--- src/rtl/pipe_hazard_ctrl.sv ---
// Hazard, forwarding and occupancy controller for the in-order integer pipeline.
// Tracks in-flight register writes from execute (stage 0) to writeback (STAGES-1).
module pipe_hazard_ctrl #(
    parameter int REG_AW      = 5,
    parameter int STAGES      = 3,
    parameter int NUM_SRC     = 2,
    parameter int LOAD_READY  = 2,
    parameter bit ZERO_REG_EN = 1'b1,
    localparam int SEL_W      = $clog2(STAGES)
) (
    input  logic                      clk,
    input  logic                      rst,
    input  logic                      issue_valid_i,
    input  logic [NUM_SRC*REG_AW-1:0] issue_src_i,
    input  logic [NUM_SRC-1:0]        issue_src_used_i,
    input  logic                      issue_we_i,
    input  logic [REG_AW-1:0]         issue_dst_i,
    input  logic                      issue_load_i,
    input  logic                      redirect_i,
    input  logic                      ex_busy_i,
    output logic                      stall_f_o,
    output logic                      stall_d_o,
    output logic                      flush_d_o,
    output logic                      flush_e_o,
    output logic [NUM_SRC*SEL_W-1:0]  fwd_sel_o,
    output logic [31:0]               stall_cnt_o
);

    logic [NUM_SRC-1:0][REG_AW-1:0] issSrc, exSrc;
    logic [NUM_SRC-1:0]             exUsed;
    logic [STAGES-1:0]              stValid, stWe, stLoad;
    logic [STAGES-1:0][REG_AW-1:0]  stDst;
    logic                           active;
    logic                           hazardRaw, hazard, busy, stall;
    logic [NUM_SRC-1:0]             srcFound;
    logic [NUM_SRC-1:0][SEL_W-1:0]  fwdSel;
    logic [31:0]                    stallCnt;

    assign issSrc = issue_src_i;

    // Only the youngest producer of each source counts; an older in-flight
    // load to the same register is shadowed by it.
    always_comb begin
        hazardRaw = 1'b0;
        srcFound  = '0;
        for (int s = 0; s < NUM_SRC; s++) begin
            for (int k = 0; k < STAGES; k++) begin
                if (!srcFound[s] && issue_src_used_i[s] && stValid[k] && stWe[k] &&
                    stDst[k] == issSrc[s] && !(ZERO_REG_EN && issSrc[s] == '0)) begin
                    srcFound[s] = 1'b1;
                    if (stLoad[k] && (k + 1 < LOAD_READY))
                        hazardRaw = 1'b1;
                end
            end
        end
    end

    // Walking from the oldest stage down leaves the youngest match selected.
    always_comb begin
        fwdSel = '0;
        for (int s = 0; s < NUM_SRC; s++) begin
            for (int j = STAGES - 1; j >= 1; j--) begin
                if (stValid[0] && exUsed[s] && stValid[j] && stWe[j] &&
                    stDst[j] == exSrc[s] && !(ZERO_REG_EN && exSrc[s] == '0))
                    fwdSel[s] = SEL_W'(j);
            end
        end
    end

    // Outputs stay quiet through reset and the first cycle after release.
    assign hazard      = active & issue_valid_i & hazardRaw;
    assign busy        = active & ex_busy_i;
    assign stall       = hazard | busy;
    assign stall_f_o   = stall;
    assign stall_d_o   = stall;
    assign flush_e_o   = hazard & ~busy;
    assign flush_d_o   = active & redirect_i & ~stall;
    assign fwd_sel_o   = fwdSel;
    assign stall_cnt_o = stallCnt;

    always_ff @(posedge clk or negedge rst) begin
        if (!rst) begin
            active   <= 1'b0;
            stallCnt <= '0;
            stValid  <= '0;
            stWe     <= '0;
            stLoad   <= '0;
            stDst    <= '0;
            exSrc    <= '0;
            exUsed   <= '0;
        end else begin
            active <= 1'b1;
            if (hazard && stallCnt != 32'hFFFF_FFFF)
                stallCnt <= stallCnt + 32'd1;

            for (int k = 2; k < STAGES; k++) begin
                stValid[k] <= stValid[k-1];
                stWe[k]    <= stWe[k-1];
                stLoad[k]  <= stLoad[k-1];
                stDst[k]   <= stDst[k-1];
            end

            if (busy) begin
                // Multi-cycle op keeps stage 0; the slot behind it empties.
                stValid[1] <= 1'b0;
            end else begin
                stValid[1] <= stValid[0];
                stWe[1]    <= stWe[0];
                stLoad[1]  <= stLoad[0];
                stDst[1]   <= stDst[0];
                stValid[0] <= issue_valid_i & ~hazard;
                if (issue_valid_i && !hazard) begin
                    stWe[0]   <= issue_we_i;
                    stLoad[0] <= issue_load_i;
                    stDst[0]  <= issue_dst_i;
                    exSrc     <= issSrc;
                    exUsed    <= issue_src_used_i;
                end
            end
        end
    end

endmodule
--- config.mk ---
export PLATFORM = sky130hd
export DESIGN_NAME = pipe_hazard_ctrl
export DESIGN_NICKNAME = d
export VERILOG_FILES = /design/src/rtl/pipe_hazard_ctrl.sv
export SDC_FILE = /design/constraint.sdc
export NUM_CORES = 1
export LEC_CHECK = 0
export CORE_MARGIN = 1.5
export CORE_UTILIZATION = 40
export CTS_BUF_LIST = sky130_fd_sc_hd__clkbuf_8 sky130_fd_sc_hd__clkbuf_16
export CTS_CLUSTER_DIAMETER = 150
export DETAILED_ROUTE_END_ITERATION = 16
export GPL_ROUTABILITY_DRIVEN = 0
export PLACE_DENSITY = 0.71
export RECOVER_POWER = 25
export SETUP_SLACK_MARGIN = 0.1
export SLEW_MARGIN = 0
export SYNTH_ARGS = -nofsm -noshare
export SYNTH_HDL_FRONTEND = slang
export SYNTH_SLANG_ARGS = --single-unit
--- constraint.sdc ---
create_clock -name clk -period 2.1 [get_ports clk]
set_input_delay 0.42 -clock clk [delete_from_list [all_inputs] [get_ports clk]]
set_output_delay 0.42 -clock clk [all_outputs]
set_load 0.02 [all_outputs]
==> results.cfg <==
[run_status]
outcome = finished with violations
violations = capacitance limit, slew limit, setup timing

[clock_tree]
clkTransAtPathRegs_ns = 0.07
cts_tree = done
clk_latency_ns = 0.34
hold_buffers = 0
numCtsBuffers = 9
cts_buffer_depth = 2
root_buffer = clkbuf_8
cts_max_level = 3
cts.sink_count = 67

[sta]
fmax_mhz = 439.9
finalSetupTns_ns = -3.229
hold-worst-slack_ns = 0.4025
period_share = 1.083
rsz0062_at_grt = true
tightest_slew_ns = 1.627
setup_violations = 27
relSlewSlack = -0.08470
skew_ns = 0.006452
finalMaxSlewViolations = 68
report.final.hold_viol_count = 0
post-route-min-period_ns = 2.273
layout_setup_ws_ns = -0.1734

[floorplanning]
start_util = 0.4118
coreArea_um2 = 8217
die-area_um2 = 9018
die-width_um = 94.97
pin_count = 64
die_y_um = 94.97
rows = 33

[routing]
wirelength_mm = 8.370
vias = 2709
firstDrtPassIters = 4
drt_first_iter_violations = 76
drt-wirelength-per-cell_um = 16.16
detail-route-antenna-nets = 0
drc = 0
viasPerCell = 5.230

[layout]
syn2layout_area_growth_pct = 44.01
n_antenna_cell = 0
drive_gt1_frac = 0.3293
num-nets-final = 435
n_fill_cell = 662

[worst_setup_path]
critPathLaunchType = register
crit_chain = xnor2_2 > nand3_2 > nor4b_4 > a41oi_2 > buf_4 > nor2_4 > buf_6
r2r_start = stDst[1]
critical-path-max-stage-delay_ns = 0.45
rr_worst_depth = 9
critPathRequiredTime_ns = 1.68
critPathKind = register to output pin
crit_slowest_cell = dfrtp_2
worstSetupEndpointType = output pin
cp_num_buf_inv = 2
rr_endpoint = exSrc[4]
cp_top_family = simple AND/OR/NAND/NOR gates
crit_fanout = 2
arrival_ns = 1.85
r2r_slack_ns = -0.15

[worst_hold_path]
hp-start = issue_src_i[5]
whs_path_depth = 2
worstHoldPathType = input pin to register
min_to = exSrc[5]

[power]
p_per_area_nw_per_um2 = 642.7
p_leak_nw = 2.138
ir_drop_mv = 0.3081

[placed_design]
portBuffers = 63
dp_hpwl_mm = 5.823

[global_routing]
overflow = 0
groute.usage.overall = 0.1958
grt_pass1_vias = 2867
antenna_found_initial = 0
grt_start_max_net_pins = 68
grt_pass1_wl_mm = 13.53

[logic_synthesis]
synth_edf_count = 0
synthCells = 286
syn_nets = 311
async_reset_ff_frac = 1.000
synthFlopType = dfrtp_1
syn-cell-area_um2 = 3383
ys.warnings.count = 0
syn_avg_cell_area_um2 = 11.83
yosysSeqAreaShare = 0.4956
synth_cell_type_count = 39
ys_seq_elements = 67

[run]
cap_violations = 1
## state kept, by name, summed over array words and instances, names as in the netlist
| register | count |
|---|---|
| stall_cnt_o | 32 |
| stDst | 15 |
| stValid | 3 |
| stWe | 3 |
| stLoad | 1 |
| exUsed | 2 |
| exSrc | 10 |
| active | 1 |
## power by group
part           internal (mW)  total (mW)  leakage, nW  switching (mW)
registers               1.39        1.49        0.856           0.100
logic                  0.377       0.617         1.18           0.240
clock network          0.559        1.03       0.0992           0.468
## Yosys cell counts (2+ instances only)
cell       n  area [µm²]
dfrtp_1   67        1677
xor2_1     4       35.03
nor3_1     3       15.01
nand3_1   27       135.1
o211ai_1   2       15.01
and4_1     2       17.52
nand2b_1   7       43.79
and2_1     3       18.77
mux2_2     7       78.83
mux2_4    19       285.3
buf_2      6       30.03
nand2_1   11       41.29
buf_6      2       22.52
nor4_1     4       25.02
xnor2_1   52       455.4
and3_1    13       81.33
nand4_1   23       143.9
or4_1      2       15.01
o21bai_1   2       15.01
nor2_1    10       37.54
o21a_1     2       15.01
## per-stage QoR
stage | power (mW) | setup WS, ns | cell area [µm²] | std cells | utilization
global placement | 2.048 | -0.8963 | 4516 | 497 | 0.5496
global route | 3.268 | -0.2573 | 4872 | 518 | 0.5930
floorplan | 1.783 | 0.09942 | 3391 | 286 | -
finish | 3.132 | -0.1734 | 4872 | 518 | 0.5930
CTS | 3.136 | -0.1817 | 4790 | 515 | 0.5829
detailed placement | 2.064 | -0.9338 | 4516 | 497 | 0.5496
## kinds of logic (layout without fill, tap and decap cells)
| group | after synthesis | after routing | synth area share |
|---|---|---|---|
| AOI/OAI and AO/OA | 12 | 12 | 0.03033 |
| xor gates and xnor gates | 56 | 56 | 0.1450 |
| adders and majority gates | 1 | 1 | 0.003698 |
| buffers and inverters | 9 | 136 | 0.01775 |
| DFF | 67 | 67 | 0.4956 |
| muxes | 26 | 26 | 0.1076 |
| other | 1 | 1 | 0.001108 |
| and+or+nand+nor | 114 | 114 | 0.1990 |
## worst max path at each step
stage,startpoint,to,slack [ns],depth (start not counted)
global route,stDst[0],flush_e_o,-0.26,7
floorplan,issue_src_i[5],stall_f_o,0.1,6
finish,stDst[1],flush_e_o,-0.17,7
global placement,issue_valid_i,flush_e_o,-0.90,8
detailed placement,issue_src_i[5],flush_e_o,-0.93,8
CTS,stDst[1],flush_d_o,-0.18,7
## cells in the final DEF (no fill, tap or decap), drive strengths merged, types with 5 or more instances in the layout
cell           count
buf               66
clkdlybuf4s50     43
xnor2             52
nand4             23
nor4               5
dfrtp             67
mux2              26
nor2              10
nand3             27
dlygate4sd2        7
nand2b             7
clkbuf            14
nand2             11
and3              14
## metal layers
layer  routed length (µm)  vias up  GRT usage
li1                     -     1277          -
met1                 3650     1350     0.2427
met2                 4235       68     0.3351
met3                  364       14    0.04750
met4                  120        0    0.06095
met5                    0        -          0
## cell type report
class | count | area (µm²) | share of cell area
clock buffer | 10 | 137.6 | 0.02825
clock inverter | 4 | 43.79 | 0.008988
multi-input combinational | 210 | 1772 | 0.3636
sequential | 67 | 1679 | 0.3446
tap | 105 | 131.4 | 0.02696
timing repair buffer | 122 | 1109 | 0.2275
## repair_timing
action                                  CTS  global route
pin swaps                                21            11
resized for setup                        69            22
endpoints found under the setup margin   59            59
gates cloned                              0             1
setup buffers                             4             2
Power figures use the tool's default switching activity.
